File: config.mk
export PLATFORM = sky130hd
export DESIGN_NAME = fetch_unit_flat
export DESIGN_NICKNAME = d
export VERILOG_FILES = /design/src/rtl/fetch_unit_if.sv /design/src/rtl/fetch_unit.sv /design/src/flat_wrapper.sv
export SDC_FILE = /design/constraint.sdc
export NUM_CORES = 1
export LEC_CHECK = 0
export BUFFER_PORTS_ARGS = -buffer_cell sky130_fd_sc_hd__buf_2
export CORE_MARGIN = 2
export CORE_UTILIZATION = 50
export DETAILED_ROUTE_END_ITERATION = 12
export HOLD_SLACK_MARGIN = 0.02
export PLACE_DENSITY = 0.89
export SLEW_MARGIN = 20
export SYNTH_ARGS = -nofsm -noshare
export SYNTH_HDL_FRONTEND = slang
export SYNTH_SLANG_ARGS = --single-unit
File: constraint.sdc
create_clock -name clk -period 5.15 [get_ports clk]
set_input_delay 0.515 -clock clk [delete_from_list [all_inputs] [get_ports clk]]
set_output_delay 0.515 -clock clk [all_outputs]
set_load 0.005 [all_outputs]
File: src/rtl/fetch_unit_if.sv
// Fetch-stage bus: instruction-memory request/response channel plus the
// decode-facing instruction register outputs and decode feedback.
interface fetch_unit_if #(
  parameter int unsigned ADDRESS_SIZE = 32
);
  logic                    F_mem_req;
  logic [ADDRESS_SIZE-1:0] F_mem_addr;
  logic                    F_mem_ready;
  logic                    F_mem_rvalid;
  logic [ADDRESS_SIZE-1:0] F_mem_rdata;
  logic                    D_stall;
  logic                    D_b;
  logic [ADDRESS_SIZE-1:0] D_bImmediate;
  logic [ADDRESS_SIZE-1:0] F_instruction;
  logic [ADDRESS_SIZE-1:0] F_pc;
  logic                    F_valid;

  modport master (
    output F_mem_req, F_mem_addr, F_instruction, F_pc, F_valid,
    input  F_mem_ready, F_mem_rvalid, F_mem_rdata, D_stall, D_b, D_bImmediate
  );

  modport slave (
    input  F_mem_req, F_mem_addr, F_instruction, F_pc, F_valid,
    output F_mem_ready, F_mem_rvalid, F_mem_rdata, D_stall, D_b, D_bImmediate
  );
endinterface

File: src/rtl/fetch_unit.sv
// Single-outstanding instruction fetch stage: issues one request at a time,
// registers the returned word for decode, and squashes responses made stale by a redirect.
module fetch_unit #(
  parameter int unsigned             ADDRESS_SIZE = 32,
  parameter logic [ADDRESS_SIZE-1:0] RESET_PC     = '0
) (
  input  logic         clk,
  input  logic         reset,
  fetch_unit_if.master bus
);

  localparam logic [0:0] ST_REQ  = 1'b0;
  localparam logic [0:0] ST_WAIT = 1'b1;

  logic [0:0]              state;
  logic [ADDRESS_SIZE-1:0] pc;
  logic [ADDRESS_SIZE-1:0] inflight_pc;
  logic [ADDRESS_SIZE-1:0] instr_q;
  logic [ADDRESS_SIZE-1:0] f_pc_q;
  logic                    valid_q;
  logic                    kill;

  logic                    consume;
  logic                    redirect;
  logic                    mem_req;
  logic                    accept;
  logic                    resp;
  logic                    latch;
  logic [ADDRESS_SIZE-1:0] target;
  logic                    unused_imm_lsb;

  // Request gated by reset so nothing is issued while the block is held.
  always_comb begin
    consume  = valid_q & ~bus.D_stall;
    redirect = consume & bus.D_b;
    mem_req  = ~reset & (state == ST_REQ) & (~valid_q | consume);
    accept   = mem_req & bus.F_mem_ready;
    resp     = (state == ST_WAIT) & bus.F_mem_rvalid;
    latch    = resp & ~kill & ~redirect;
    target   = {bus.D_bImmediate[ADDRESS_SIZE-1:2], 2'b00};
  end

  assign unused_imm_lsb = ^bus.D_bImmediate[1:0];

  always_ff @(posedge clk or posedge reset) begin
    if (reset) begin
      state       <= ST_REQ;
      pc          <= RESET_PC;
      inflight_pc <= '0;
      kill        <= 1'b0;
    end else begin
      if (redirect) begin
        pc <= target;
      end else if (accept) begin
        pc <= pc + ADDRESS_SIZE'(4);
      end

      if (accept) begin
        inflight_pc <= pc;
      end

      case (state)
        ST_REQ:  if (accept) state <= ST_WAIT;
        ST_WAIT: if (resp)   state <= ST_REQ;
        default:             state <= ST_REQ;
      endcase

      // A response arriving clears kill; otherwise a redirect that orphans the
      // outstanding (or just-issued) request marks its response for discard.
      if (resp) begin
        kill <= 1'b0;
      end else if (redirect && (state == ST_WAIT || accept)) begin
        kill <= 1'b1;
      end
    end
  end

  always_ff @(posedge clk or posedge reset) begin
    if (reset) begin
      valid_q <= 1'b0;
      instr_q <= '0;
      f_pc_q  <= '0;
    end else if (latch) begin
      valid_q <= 1'b1;
      instr_q <= bus.F_mem_rdata;
      f_pc_q  <= inflight_pc;
    end else if (consume) begin
      valid_q <= 1'b0;
    end
  end

  assign bus.F_mem_req     = mem_req;
  assign bus.F_mem_addr    = pc;
  assign bus.F_instruction = instr_q;
  assign bus.F_pc          = f_pc_q;
  assign bus.F_valid       = valid_q;

endmodule

File: src/flat_wrapper.sv
// flat-port wrapper written by rule: the top's interface ports become plain ports
module fetch_unit_flat 
#(
  parameter int unsigned             ADDRESS_SIZE = 32,
  parameter logic [ADDRESS_SIZE-1:0] RESET_PC     = '0
)
  (clk, reset, bus_F_mem_req, bus_F_mem_addr, bus_F_instruction, bus_F_pc, bus_F_valid, bus_F_mem_ready, bus_F_mem_rvalid, bus_F_mem_rdata, bus_D_stall, bus_D_b, bus_D_bImmediate);
  fetch_unit_if #(.ADDRESS_SIZE(ADDRESS_SIZE)) bus_i ();
  input  logic clk;
  input  logic reset;
  output wire logic [$bits(bus_i.F_mem_req)-1:0] bus_F_mem_req;
  output wire logic [$bits(bus_i.F_mem_addr)-1:0] bus_F_mem_addr;
  output wire logic [$bits(bus_i.F_instruction)-1:0] bus_F_instruction;
  output wire logic [$bits(bus_i.F_pc)-1:0] bus_F_pc;
  output wire logic [$bits(bus_i.F_valid)-1:0] bus_F_valid;
  input wire logic [$bits(bus_i.F_mem_ready)-1:0] bus_F_mem_ready;
  input wire logic [$bits(bus_i.F_mem_rvalid)-1:0] bus_F_mem_rvalid;
  input wire logic [$bits(bus_i.F_mem_rdata)-1:0] bus_F_mem_rdata;
  input wire logic [$bits(bus_i.D_stall)-1:0] bus_D_stall;
  input wire logic [$bits(bus_i.D_b)-1:0] bus_D_b;
  input wire logic [$bits(bus_i.D_bImmediate)-1:0] bus_D_bImmediate;
  assign bus_F_mem_req = bus_i.F_mem_req;
  assign bus_F_mem_addr = bus_i.F_mem_addr;
  assign bus_F_instruction = bus_i.F_instruction;
  assign bus_F_pc = bus_i.F_pc;
  assign bus_F_valid = bus_i.F_valid;
  assign bus_i.F_mem_ready = bus_F_mem_ready;
  assign bus_i.F_mem_rvalid = bus_F_mem_rvalid;
  assign bus_i.F_mem_rdata = bus_F_mem_rdata;
  assign bus_i.D_stall = bus_D_stall;
  assign bus_i.D_b = bus_D_b;
  assign bus_i.D_bImmediate = bus_D_bImmediate;
  fetch_unit #(.ADDRESS_SIZE(ADDRESS_SIZE), .RESET_PC(RESET_PC)) u_core (.clk(clk), .reset(reset), .bus(bus_i));
endmodule
* Word-level counts from Yosys, hierarchy flattened
Cells that the tools add are included.
** Storage, ports and cells
- Register bits after elaboration :: 131
- Input port bits :: 70
- Output and inout bits :: 98
- Word-level logic and storage cells :: 37
** Cells by class
- $add $sub $neg :: 1
- Mux-type cells :: 9
- Bitwise operators :: 15
- Reductions and logical operators :: 5
** Operator list (count)
- 32-bit 2-to-1 mux :: 2
- 32-bit by 3-bit adder with 32-bit output, second input constant :: 1
- 1-bit AND :: 8
- 1-bit 2-to-1 mux :: 6
- 1-bit NOT :: 6
- 2-bit nonzero test :: 3
- 1-bit one-hot mux with 2 select lines :: 1
- 1-bit logical AND :: 1
- 1-bit logical OR :: 1
- 1-bit OR :: 1

* Longest topological paths before layout
Gate-level depths: netlist (run 1).
- Word-level depth :: 9
- Mapped depth :: 6
- Mapped depth without buffers :: 6

* Worst setup path after synthesis (run 1)
No wires, ideal clock.
- Kind :: input -> register
- Start :: input port bus_D_stall
- End :: register u_core.pc[12] (netlist: u_core.bus.F_mem_addr[12])
- Library setup time :: 0.069 ns
- Data arrival time :: 1.861 ns
- Data required time :: 5.081 ns
- Setup slack :: 3.220 ns
- Stages :: 5
- Buffers on the path :: 0
- Cells stage by stage :: a211o_4 -> nor3_4 -> nand3_1 -> or4_1 -> nand3_1
** On the way
- Longest elaborated chain between the ends :: 6
- Elaborated cells on any way between the ends :: 8
- Classes of those cells :: mux: 1; bitwise: 6; reduce/logical: 1
** Ends and longest elaborated chain
- from (decl) :: RTL line flat_wrapper.sv:19 : input wire logic [$bits(bus_i.D_stall)-1:0] bus_D_stall;
- 1-bit NOT * :: RTL line fetch_unit.sv:34 : consume = valid_q & ~bus.D_stall;
- 1-bit AND * :: RTL line fetch_unit.sv:34
- 1-bit OR :: RTL line fetch_unit.sv:36 : mem_req = ~reset & (state == ST_REQ) & (~valid_q | consume);
- 1-bit AND :: RTL line fetch_unit.sv:36
- 1-bit AND :: RTL line fetch_unit.sv:37 : accept = mem_req & bus.F_mem_ready;
- 2-bit nonzero test (no line)
- to (signal assigned) :: RTL line fetch_unit.sv:53 : pc <= target;
- to (signal assigned) :: RTL line fetch_unit.sv:55 : pc <= pc + ADDRESS_SIZE'(4);
- to (decl) :: RTL line fetch_unit.sv:16 : logic [ADDRESS_SIZE-1:0] pc;
Every way passes the cells marked *; elsewhere a longest branch is shown, timed or not.
A chain may end at the register's enable or synchronous reset.

* Final worst setup path (run 1)
- Start :: register u_core.valid_q (netlist: u_core.bus.F_valid)
- End :: register u_core.pc[12] (netlist: u_core.bus.F_mem_addr[12])
** On the way
- Longest elaborated chain between the ends :: 5
- Elaborated cells on any way between the ends :: 8
- Classes of those cells :: mux: 1; bitwise: 6; reduce/logical: 1
** Ends and longest elaborated chain
- from (decl) :: RTL line fetch_unit.sv:20 : logic valid_q;
- from (signal assigned) :: RTL line fetch_unit.sv:80 : valid_q <= 1'b0;
- from (signal assigned) :: RTL line fetch_unit.sv:84 : valid_q <= 1'b1;
- from (signal assigned) :: RTL line fetch_unit.sv:88 : valid_q <= 1'b0;
- 1-bit AND or 1-bit NOT (tied branches) :: RTL line fetch_unit.sv:34, fetch_unit.sv:36
- 1-bit OR :: RTL line fetch_unit.sv:36
- 1-bit AND :: RTL line fetch_unit.sv:36
- 1-bit AND :: RTL line fetch_unit.sv:37
- 2-bit nonzero test (no line)
Several ways; a longest one is shown, not always the timed one.

==> run_results.csv, run 1 <==
group,metric,value,unit
outcome,outcome,"finished, final reports clean",
cts,clock_sinks,125,
sta,fin_skew,0.0117,ns
floorplanning,die_x,107,um
cts,clkTransAtPathRegs,0.06,ns
sta,min_period_over_period,0.420,
power_and_ir_drop,peakVddDrop,0.000280,V
logic_synthesis,synth_edf_count,0,
sta,worst_pin_slew,0.891,ns
global_route,grt_pass1_wl,18300,um
sta,rsz0062_at_grt,"false",
global_route,grt_usage,0.207,
setup_path,crit_required,5.59,ns
cts,clock_insertion_delay_worst_skew,0.51,ns
setup_path,r2r-start,"u_core.bus.F_valid",
placed_design,place.gp.congestion,0.757,
setup_path,crit_start,"u_core.bus.F_valid",
cts,cts_buffers,17,
logic_synthesis,synth_seq_area_share,0.592,
routing,ant_nets,0,
placed_design,dp_cells,687,
global_route,grt_max_degree,67,
cts,cts_tree,"yes",
cts,cts_buffer_depth,2,
finish,synthToLayoutAreaGrowth,29.1,%
floorplanning,fp-row-count,37,
routing,wl_per_cell,16.1,um
routing,drt_pass1_iterations,5,
finish,nets,641,
cts,htree_levels,4,
sta,post-route-min-period,2.16,ns
logic_synthesis,yosysMostFrequentCell,"dfrtp_1",
routing,drc,0,
power_and_ir_drop,p_leak,0.00322,uW
sta,fmax,462,MHz
logic_synthesis,synth_area_leader_cell,"dfrtp_1",
finish,diodes,0,
floorplanning,io_pins,168,
finish,fin_cells,719,
routing,drt_iter0_drc,105,
setup_path,crit_fanout,10,
placed_design,placed_area,6210,um2
logic_synthesis,synth_seq_cells,125,
setup_path,slowest_delay,0.53,ns
finish,design_area,6820,um2
min_path,hp-class,"in2async",
placed_design,hpwl,7990,um
placed_design,port_buffers,161,
sta,setup_viol,0,
logic_synthesis,synth_warnings,0,
sta,hold_viol_final,0,
global_route,grt_pass1_vias,3760,
routing,num_vias,3729,
power_and_ir_drop,powerDensity,576,nW/um2
logic_synthesis,yosys-top-cells-count,"125 x dfrtp_1, 90 x mux2_2, 42 x nand2_1",
setup_path,cpMostUsedCell,"nand3_1",
sta,max_slew_margin,0.404,
setup_path,crit_chain,"a211o_4 -> nor3_4 -> nand3_1 -> or4_1 -> nand3_1",
setup_path,crit_family,"simple AND/OR/NAND/NOR gates",
logic_synthesis,synth_top_area_share,0.592,
setup_path,end_kind,"flip-flop",
sta,drv_slew,0,
logic_synthesis,ys.flop_type,"dfrtp_1",
floorplanning,core-area,10300,um2
logic_synthesis,synth_area_leaders,"dfrtp_1 59%, mux2_2 19%, xor2_1 3.5%, nand2_1 3.0%, o21ai_1 1.6%",
global_route,grt-ovfl-total,0,
cts,cts_resized,0,
routing,wirelength,11600,um
logic_synthesis,synth_cells,403,
global_route,antenna_found_initial,0,
setup_path,worstPathArrival,2.60,ns
logic_synthesis,synth.avg_cell_area,13.1,um2
setup_path,slowest_stage,"nor3_4",
sta,hold_slack,0.143,ns
cts,cts_root_buffer,"clkbuf_8",
floorplanning,start_util,0.514,
sta,fin_tns_setup,0,ns
floorplanning,design.die.area,11400,um2
logic_synthesis,syn-cell-area,5280,um2
power_and_ir_drop,totalPowerFinal,3930,uW
floorplanning,die_h,107,um
finish,drive_gt1_frac,0.516,
cts,ctsHoldBuffers,0,
setup_path,crit_path_start_kind,"flip-flop",
setup_path,critical_path_class,"reg2reg",
setup_path,critPathBufInv,0,
flow_run,maxCapViolations,0,
logic_synthesis,async_flop_share,1.00,
routing,vias_per_cell,5.19,
cts,post_cts_buffers,0,
logic_synthesis,synth_cell_types,37,
kinds of logic after synthesis:
| group | share of synthesized area |
|---|---|
| flops | 0.592 |
| simple gates | 0.106 |
| mux | 0.196 |
| compound gates | 0.0384 |
| xor+xnor | 0.0431 |
| buf+inv | 0.0213 |
| fa+ha+maj | 0.00237 |
| other cells | 0.000710 |
area by class of cell:
class | count | area (um2)
tap | 136 | 170
sequential | 125 | 3130
timing repair buffer | 164 | 828
inverter | 4 | 17.5
clock inverter | 13 | 163
fill | 758 | 3460
clock buffer | 19 | 442
multi-input combinational | 258 | 2070
state kept, by name, summed over array words and instances, names as in the netlist:
| signal | cells |
|---|---|
| u_core.state | 1 |
| u_core.bus.F_pc | 30 |
| u_core.bus.F_mem_addr | 30 |
| u_core.kill | 1 |
| u_core.bus.F_instruction | 32 |
| u_core.bus.F_valid | 1 |
| u_core.inflight_pc | 30 |
cells in the final DEF, fill, tap and decap left out, drive strengths merged, types with 6 or more instances in the layout:
cell    instances
buf           164
nor2           11
clkinv          8
nand3          14
dfrtp         125
inv             6
o21ai          26
clkbuf         19
xor2           21
mux2           91
nand2          43
nand4          12
through the flow:
stage	utilization	worst slack [ns]
6_report	0.663	2.99
5_1_grt	0.663	2.87
4_1_cts	0.663	2.96
3_5_place_dp	0.605	2.77
3_3_place_gp	0.605	2.81
2_1_floorplan	-	1.31
power by group:
group	internal (uW)	switching [uW]	leakage [uW]	total [uW]
clock network	765	432	0.000302	1200
registers	1410	339	0.00152	1750
logic	580	403	0.00139	982
worst register-to-register path, cell delays in order (launching register included):
cell and delay [ns]:
dfrtp_1 0.41, a211o_4 0.40, nor3_4 0.54, nand3_1 0.23, or4_1 0.44, nand3_1 0.10
layer usage:
layer  wire length [um]  up-vias  track usage
li1                   -     1752            -
met1               4840     1814        0.254
met2               5670      151        0.346
met3                929       12       0.0699
met4                119        0       0.0677
met5                  0        -            0
worst paths after layout:
| kind | to | slack [ns] | cells after the start |
|---|---|---|---|
| min in group clk | u_core.bus.F_mem_addr[18] | 0.21 | 3 |
| worst max register to register | u_core.bus.F_mem_addr[12] | 2.99 | 5 |
| worst max-delay path | u_core.bus.F_mem_addr[12] | 2.99 | 5 |
| worst min-delay path | u_core.inflight_pc[3] | 0.14 | 2 |
| max in group asynchronous | u_core.bus.F_mem_addr[31] | 3.71 | 3 |
| worst min register to register | u_core.inflight_pc[8] | 0.48 | 2 |
Power figures use the tool's default switching activity.
==> inputs of run 2 (changes only) <==
ABC_AREA = 1   (was unset)
CORE_UTILIZATION = 47   (was 50)
PLACE_DENSITY = 0.86   (was 0.89)
clock period = 1.85 ns   (was 5.15 ns; I/O delays follow)
==> run 2 against run 1 <==
Effect of this change:
- sequential share of layout area is 5.3 points lower
- cell area is 13% higher
- largest power group unchanged
- via count is 36% higher
- highest routed layer unchanged
- final cell count is 36% higher
- die area is 15% higher
- critical path type unchanged
- first-iteration DRC count grew to 4.9 times the previous value
==> run_results.csv, run 2 <==
group,metric,value,unit
outcome,outcome,"finished, final reports clean",
sta,hold_viol_final,0,
finish,final_cell_mix,"161 x buf_2, 160 x nand2_1, 124 x dfrtp_1, 49 x inv_1, 48 x mux2_2",
cts,clkTransAtPathRegs,0.05,ns
finish,nets,890,
logic_synthesis,synth_area_leaders,"dfrtp_1 54%, nand2_1 10%, mux2_2 9.4%, o21ai_0 4.1%, nand3_1 3.9%",
sta,setup_viol,0,
finish,synthToLayoutAreaGrowth,33.7,%
logic_synthesis,synth_cell_types,32,
routing,vias_per_cell,5.19,
sta,fin_skew,0.0100,ns
setup_path,slowest_stage,"dfrtp_2",
global_route,antenna_found_initial,0,
placed_design,port_buffers,161,
sta,fin_tns_setup,0,ns
logic_synthesis,synth_cells,612,
finish,drive_gt1_frac,0.337,
logic_synthesis,synth_seq_cells,125,
finish,diodes,0,
logic_synthesis,synth_top_area_share,0.543,
global_route,grt_pass1_vias,4961,
placed_design,hpwl,10700,um
logic_synthesis,synth_top_family_by_area,"simple AND/OR/NAND/NOR gates",
logic_synthesis,yosysMostFrequentCell,"nand2_1",
routing,drt_iter0_drc,513,
floorplanning,start_util,0.480,
routing,drc,0,
logic_synthesis,synth_xor_area_frac,0,
logic_synthesis,muxShareOfSynthArea,0.117,
sta,max_slew_margin,0.622,
logic_synthesis,synth.avg_cell_area,9.42,um2
logic_synthesis,synth_seq_area_share,0.543,
power_and_ir_drop,p_leak,0.00388,uW
power_and_ir_drop,peakVddDrop,0.000719,V
power_and_ir_drop,powerDensity,1630,nW/um2
finish,final_common_cell,"buf_2",
logic_synthesis,synthAdderAreaFrac,0.00217,
cts,cts_buffer_depth,2,
setup_path,slowest_delay,0.41,ns
global_route,grt_max_degree,41,
floorplanning,fp-row-count,40,
logic_synthesis,ys.flop_type,"dfrtp_1",
sta,fmax,594,MHz
min_path,hp-class,"in2reg",
logic_synthesis,syn-cell-area,5760,um2
setup_path,cpMostUsedCell,"nand2_1",
placed_design,place.gp.congestion,0.938,
global_route,grt_usage,0.243,
sta,hold_slack,0.0353,ns
sta,post-route-min-period,1.68,ns
cts,htree_levels,4,
routing,wl_per_cell,15.8,um
logic_synthesis,async_flop_share,1.00,
cts,cts_root_buffer,"clkbuf_16",
cts,cts_buffers,17,
floorplanning,io_pins,168,
logic_synthesis,synth_area_leader_cell,"dfrtp_1",
setup_path,worstPathArrival,1.98,ns
sta,drv_slew,0,
setup_path,end_kind,"flip-flop",
sta,worst_pin_slew,0.566,ns
logic_synthesis,synth_edf_count,0,
logic_synthesis,synth-simple-area-share,0.206,
global_route,grt_pass1_wl,24800,um
logic_synthesis,synth_warnings,0,
logic_synthesis,yosys-top-cells-count,"160 x nand2_1, 125 x dfrtp_1, 50 x inv_1",
floorplanning,design.die.area,13200,um2
sta,rsz0062_at_grt,"false",
routing,drt_pass1_iterations,6,
floorplanning,die_h,115,um
global_route,grt-ovfl-total,0,
setup_path,critical_path_class,"reg2reg",
sta,min_period_over_period,0.911,
cts,clock_sinks,125,
routing,wirelength,15500,um
setup_path,crit_chain,"ha_1 -> nand2_1 -> nor2_4 -> nand2_2 -> nor2_4 -> nand2_1 -> nand2_1 -> nand3_1 -> nand2_1 -> nand2_1",
flow_run,maxCapViolations,0,
routing,num_vias,5072,
setup_path,crit_required,2.14,ns
cts,cts_tree,"yes",
floorplanning,die_x,115,um
routing,ant_nets,0,
cts,clock_insertion_delay_worst_skew,0.41,ns
floorplanning,core-area,12000,um2
setup_path,crit_fanout,6,
setup_path,crit_path_start_kind,"flip-flop",
finish,largest_register_ffs,32,
logic_synthesis,synth_compound_area_frac,0.0638,
[run 2: cells by family after synthesis]
family                     count (synthesis)
and+or+nand+nor                          277
DFF                                      125
buffers and inverters                     82
AOI/OAI and AO/OA                         69
muxes                                     57
adders and majority gates                  1
other                                      1
[run 2: where the power goes]
part / switching [uW] / internal (uW)
Clock: 1120 / 2170
Sequential: 972 / 4050
Combinational: 2190 / 2080
[run 2: worst max-delay path, delay by kind of cell (launching register included)]
family,cells,cell delay [ns]
AND/OR/NAND/NOR,9,0.99
adder cells (fa/ha/maj),1,0.17
flip-flops,1,0.41
[run 2: cell type report]
| cell class | instances | area (um2) |
|---|---|---|
| fillers | 929 | 4300 |
| flip-flops and latches | 125 | 3130 |
| multi-input cells | 408 | 2270 |
| repair buffers | 211 | 1330 |
| clock buffers | 23 | 468 |
| inverters | 56 | 219 |
| well taps | 147 | 184 |
| clock inverters | 8 | 115 |
[run 2: per-layer routing]
layer | wire length, um | global-route usage | vias up
li1 | - | - | 2409
met1 | 6440 | 0.309 | 2354
met2 | 7130 | 0.394 | 268
met3 | 1510 | 0.0759 | 41
met4 | 397 | 0.0900 | 0
met5 | 0 | 0 | -
[run 2: final timing paths]
path / endpoint / cells past startpoint / startpoint / slack (ns)
worst min-delay path: u_core.bus.F_instruction[14] / 2 / bus_F_mem_rdata[14] / 0.04
worst max-delay path: u_core.bus.F_mem_addr[22] / 10 / u_core.bus.F_mem_addr[3] / 0.17
min in group asynchronous: u_core.inflight_pc[6] / 3 / reset / 0.41
worst min register to register: u_core.inflight_pc[19] / 2 / u_core.inflight_pc[19] / 0.48
max in group asynchronous: u_core.bus.F_pc[27] / 4 / reset / 0.81
worst max register to register: u_core.bus.F_mem_addr[22] / 10 / u_core.bus.F_mem_addr[3] / 0.17
[run 2: through the flow]
stage               total power [uW]  cell area (um2)  worst slack, ns  cells  utilization
finish                         12600             7710            0.165    978        0.642
CTS                            12600             7700           0.0529    978        0.641
detailed placement              9210             6740            0.142    909        0.561
global route                   13500             7710           0.0147    978        0.642
global placement                9020             6740            0.218    909        0.561
floorplan                       7380             5780            0.126    615            -
[run 2: repair_timing]
item,CTS,global route
buffers inserted,0,0
setup endpoints to repair,0,2
hold buffers,38,0
hold endpoints to repair,56,0
gates resized for setup,0,2
